[config.mk]
export PLATFORM = sky130hd
export DESIGN_NAME = updown_load_counter
export DESIGN_NICKNAME = d
export VERILOG_FILES = /design/src/rtl/ctr_pkg.sv /design/src/rtl/ctr_flags.sv /design/src/rtl/updown_load_counter.sv
export SDC_FILE = /design/constraint.sdc
export NUM_CORES = 1
export LEC_CHECK = 0
export CAP_MARGIN = 10
export CELL_PAD_IN_SITES_DETAIL_PLACEMENT = 1
export CELL_PAD_IN_SITES_GLOBAL_PLACEMENT = 1
export CORE_AREA = 2 2 39 41
export CTS_BUF_LIST = sky130_fd_sc_hd__clkbuf_2 sky130_fd_sc_hd__clkbuf_4 sky130_fd_sc_hd__clkbuf_8
export DETAILED_ROUTE_END_ITERATION = 16
export DIE_AREA = 0 0 41 43
export GPL_TIMING_DRIVEN = 0
export PLACE_DENSITY_LB_ADDON = 0.1
export SYNTH_ARGS = -nofsm -noshare
export SYNTH_HDL_FRONTEND = slang
export SYNTH_HIERARCHICAL = 1
export SYNTH_SLANG_ARGS = --single-unit
[constraint.sdc]
create_clock -name clk -period 3 [get_ports clk]
set_clock_uncertainty 0.1 [all_clocks]
set_input_delay 0.6 -clock clk [delete_from_list [all_inputs] [get_ports clk]]
set_output_delay 0.6 -clock clk [all_outputs]
set_load 0.005 [all_outputs]
[src/rtl/ctr_pkg.sv]
// rtl/ctr_pkg.sv - shared constants and types for the up/down load counter
package ctr_pkg;

    localparam int CTR_WIDTH_DEF = 4;

    typedef enum logic {
        DIR_UP   = 1'b0,
        DIR_DOWN = 1'b1
    } dir_e;

endpackage

[src/rtl/ctr_flags.sv]
// rtl/ctr_flags.sv - combinational status flags and wrap prediction for the counter
module ctr_flags #(
    parameter int WIDTH = 4
) (
    input  logic [WIDTH-1:0] count,
    input  logic             down,
    output logic             rollover,
    output logic             zero,
    output logic             wrap_next
);

    assign rollover  = &count;
    assign zero      = ~|count;
    // A counting step wraps when leaving all-zeros downward or all-ones upward.
    assign wrap_next = down ? zero : rollover;

endmodule

[src/rtl/updown_load_counter.sv]
// rtl/updown_load_counter.sv - up/down binary counter with parallel load and wrap pulse
module updown_load_counter
    import ctr_pkg::*;
#(
    parameter int WIDTH = CTR_WIDTH_DEF
) (
    input  logic             clk,
    input  logic             rst,
    input  logic             load_en,
    input  logic [WIDTH-1:0] load,
    input  logic             down,
    output logic [WIDTH-1:0] count,
    output logic             rollover,
    output logic             zero,
    output logic             wrap
);

    localparam logic [WIDTH-1:0] STEP = WIDTH'(1);

    dir_e             dir;
    logic             wrap_next;
    logic [WIDTH-1:0] next_count;
    logic             next_wrap;

    assign dir = dir_e'(down);

    ctr_flags #(
        .WIDTH(WIDTH)
    ) u_flags (
        .count     (count),
        .down      (down),
        .rollover  (rollover),
        .zero      (zero),
        .wrap_next (wrap_next)
    );

    // Next-state selection: load wins over counting; loads never flag a wrap.
    always_comb begin
        next_count = count;
        next_wrap  = 1'b0;
        if (load_en) begin
            next_count = load;
        end else if (dir == DIR_DOWN) begin
            next_count = count - STEP;
            next_wrap  = wrap_next;
        end else begin
            next_count = count + STEP;
            next_wrap  = wrap_next;
        end
    end

    // Counter and wrap-pulse registers, cleared immediately by reset.
    always_ff @(posedge clk or posedge rst) begin
        if (rst) begin
            count <= '0;
            wrap  <= 1'b0;
        end else begin
            count <= next_count;
            wrap  <= next_wrap;
        end
    end

endmodule

Word level (Yosys, flattened, before mapping)
Cells that the tools add are included. W data, S select, Z words.

Flip-flop bits (word level): 5. Output and inout port bits: 7. Word-level logic and storage cells: 11.

Add/sub/neg operators: 2. Multiplexer cells: 4. Reduce and logical (&&, ||, !) cells: 3.

Operators by type and width (number): $mux W4 (2); $add A4 B1 Y4 const B (1); $reduce_and A4 Y1 (1); $reduce_or A4 Y1 (1); $sub A4 B1 Y4 const B (1); $mux W1 (2); $logic_not A1 Y1 (1).

Depth between registers and ports, before layout
Depth in word-level cells: 4. Gate-level depth with buffers: 4.

Hierarchy
The synthesis kept the hierarchy.

Modules (own cells, without submodules): updown_load_counter (instances 1, cells each 28, area each 286.5 um^2, sequential area each 125.1 um^2); ctr_flags (instances 1, cells each 3, area each 43.8 um^2, sequential area each 0.0 um^2).

Worst setup path after synthesis
OpenSTA, ideal clock, no wires.

Path type: input to register. Start: input port down. End: register count[3]. Setup time: 0.123 ns. Data arrival time: 1.296 ns. Slack: 1.481 ns. Stages on the path: 4. Path buffers: 0. Cell sequence: ha_1 a21oi_1 a211o_1 nand3_2.

Word-level cells in the longest chain between the ends: 2.

RTL lines: from (decl) (RTL line updown_load_counter.sv:11) `input logic down,`; $mux W4 (RTL line updown_load_counter.sv:43) `end else if (dir == DIR_DOWN) begin`; $mux W4 (RTL line updown_load_counter.sv:41) `if (load_en) begin`; via next_count[3] (RTL line updown_load_counter.sv:22) `logic [WIDTH-1:0] next_count;`; to (signal assigned) (RTL line updown_load_counter.sv:58) `count <= next_count;`; to (decl) (RTL line updown_load_counter.sv:12) `output logic [WIDTH-1:0] count,`.

The timed path passes the listed nets, and every way through them passes these cells.

Final worst setup path
Start: register count[1]. End: output port zero.

Word-level cells in the longest chain between the ends: 2.

RTL lines: $reduce_or A4 Y1 (RTL line ctr_flags.sv:13) `assign zero = ~|count;`; $logic_not A1 Y1 (RTL line ctr_flags.sv:13); to (decl) (RTL line updown_load_counter.sv:14) `output logic zero,`.

No other way between the ends.

==> impl_metrics.tcl <==
set metrics [dict create \
    crit_arrival_ns 1.53 \
    track_usage_pct 12.11 \
    whs_ns 0.4710 \
    critPathRequiredTime_ns 2.30 \
    portBuffers 13 \
    via_count 277 \
    drive_gt1_share_pct 18.75 \
    crit_path_max_fanout 5 \
    grt_pass1_vias 298 \
    gp_routability_congestion 0.7295 \
    dp_hpwl_um 587.8 \
    worst_slack_ns 0.7672 \
    clk_transition_reported_paths_ns 0.04 \
    die_x_um 41 \
    end_kind "output port" \
    antenna_found_initial 0 \
    areaGrowthSynthToFinish_pct 54.55 \
    crit_chain "nor4_4, clkdlybuf4s50_1" \
    seq_power_share_pct 36.0 \
    drv_slew 0 \
    fp-row-count 14 \
    synth_sequential_area_ratio_pct 37.88 \
    place_area_um2 480.5 \
    pwr-share-clk_pct 30.8 \
    dp_slack_ns 0.7961 \
    die_area_um2 1763 \
    maxCapViolCount 0 \
    internal-power_w 0.0001963 \
    r2r-end "count[2]$_DFF_PP0_" \
    routedWlPerCell_um 11.81 \
    outcome "finished, final reports clean" \
    drt_iter0_markers 0 \
    reg2reg_from "count[0]$_DFF_PP0_" \
    nets 60 \
    cts_max_path_buffers 2 \
    grt_first_pass_wirelength_um 1297 \
    synth_cells 31 \
    fmax_ghz 0.4479 \
    synth_cell_type_count 18 \
    cts_tree "yes" \
    p_leak_nw 0.2345 \
    period_share_pct 74.43 \
    vdd.ir_drop.worst_mv 0.1748 \
    final_cell_mix "clkdlybuf4s50_1, inv_1, dfrtp_1, clkbuf_4, nand2_1" \
    netlist_area_um2 330.3 \
    r2r_slack_ns 1.55 \
    yosysWarningCount 6 \
    cts_hold_buf 0 \
    finalSetupViolations 0 \
    combPwrFrac_pct 33.3 \
    total_power_w 0.0002804 \
    layout_commonest_cell "clkdlybuf4s50_1" \
    rsz0062_at_grt "false" \
    cp-start-kind "flip-flop" \
    syn_area_per_cell_um2 10.66 \
    ios 15 \
    cts_buffers 3 \
    gr-total-overflow 0 \
    wl_um 756 \
    synth-seq-cells 5 \
    slew_headroom_pct 82.61 \
    cp_slowest_cell "clkdlybuf4s50_1" \
    hold_viol 0 \
    post_cts_resized 0 \
    cts_num_sinks 5 \
    dr.pass1.iters 1 \
    tightest_slew_ns 0.2609 \
    core_um2 1384 \
    clk_latency_ns 0.24 \
    cts_htree_levels 1 \
    drc 0 \
    finalSetupTns_ns 0 \
    root_buffer "clkbuf_4" \
    critical-path-max-stage-delay_ns 0.54 \
    antenna_cells 0 \
    die_y_um 43 \
    grt_max_degree 10 \
    design_area_um2 510.5 \
    post_cts_buffers 0 \
    r2r_cells 4 \
    p_per_area_nw_per_um2 549.3 \
    p_switching_w 0.00008413 \
    min_period_ns 2.233 \
    start_util_pct 23.87 \
    via_per_inst 4.328 \
    setup.worst_path.class "reg -> out" \
    drtAntennaViolNets 0 \
    synth_nets 42 \
    min_path_type "in -> async" \
    swShare_pct 30.00 \
]
-- cell usage after synthesis --
cell type,number,area (um2)
a211o_1,1,8.760
nand4b_1,1,8.760
o21ai_0,2,10.01
nor2b_1,1,6.260
fa_1,1,20.02
a21oi_1,1,5.000
and4_4,1,11.26
inv_1,5,18.77
dfrtp_1,5,125.1
mux2_2,1,11.26
nand3_2,1,10.01
nand3_1,1,5.000
nor4_4,1,21.27
buf_2,1,5.000
mux2i_1,1,10.01
ha_1,2,25.02
xor2_1,2,17.52
nand2_1,3,11.26
-- state kept, by name, indices dropped and copies added (netlist names) --
signal	cells
wrap	1
count	4
-- cells by family (layout without fill, tap and decap cells) --
kind of cell	after synthesis	in the layout	share of synthesized area [%]
AND/OR/NAND/NOR	9	9	22.35
buffers and inverters	6	23	7.196
flip-flops	5	5	37.88
AO/OA/AOI/OAI	4	4	7.196
adder cells (fa/ha/maj)	3	3	13.64
XOR/XNOR	2	2	5.304
multiplexers	2	2	6.439
-- final cells by class --
cell class	instances	area, um2
plain buffers	1	5.005
clock buffers	4	30.03
fillers	161	873.3
inverters	5	18.77
multi-input cells	20	181.4
flip-flops and latches	5	125.1
well taps	16	20.02
repair buffers	13	130.1
-- per-stage QoR --
stage	util, %	cells
final	36.89	64
after global routing	36.89	64
after CTS	36.89	64
after detailed placement	34.72	60
after global placement	34.72	60
after floorplan	-	31
-- worst max path at each step --
| stage | end | slack (ns) | cells after the start | startpoint |
|---|---|---|---|---|
| 2_1_floorplan | count[3]$_DFF_PP0_ | 1.48 | 4 | down |
| 5_1_grt | zero | 0.69 | 2 | count[0]$_DFF_PP0_ |
| 4_1_cts | zero | 0.75 | 2 | count[1]$_DFF_PP0_ |
| 3_5_place_dp | count[2]$_DFF_PP0_ | 0.80 | 5 | down |
| 6_report | zero | 0.77 | 2 | count[1]$_DFF_PP0_ |
| 3_3_place_gp | count[2]$_DFF_PP0_ | 0.82 | 5 | down |
-- routing by layer --
layer	GRT usage, %	part of all wire [%]	vias up	wire length, um
met4	12.00	2.5	0	19
met2	15.63	45	12	339
met1	13.73	42	125	319
li1	-	-	138	-
met5	0	0	-	0
met3	5.236	10	2	78
-- power groups by stage --
stage | Combinational, W | Clock (W) | Sequential [W]
global placement | 0.0000922 | 0 | 0.000102
detailed placement | 0.0000941 | 0 | 0.000102
CTS | 0.0000949 | 0.0000898 | 0.000101
global route | 0.000106 | 0.0000957 | 0.000103
finish | 0.0000933 | 0.0000863 | 0.000101
floorplan | 0.0000471 | 0 | 0.0000995
-- critical path: cells and delay by family, from the launching register on --
family	cells	cell delay, ns
buffers and inverters	1	0.54
DFF	1	0.45
and+or+nand+nor	1	0.31
Power figures use the tool's default switching activity.
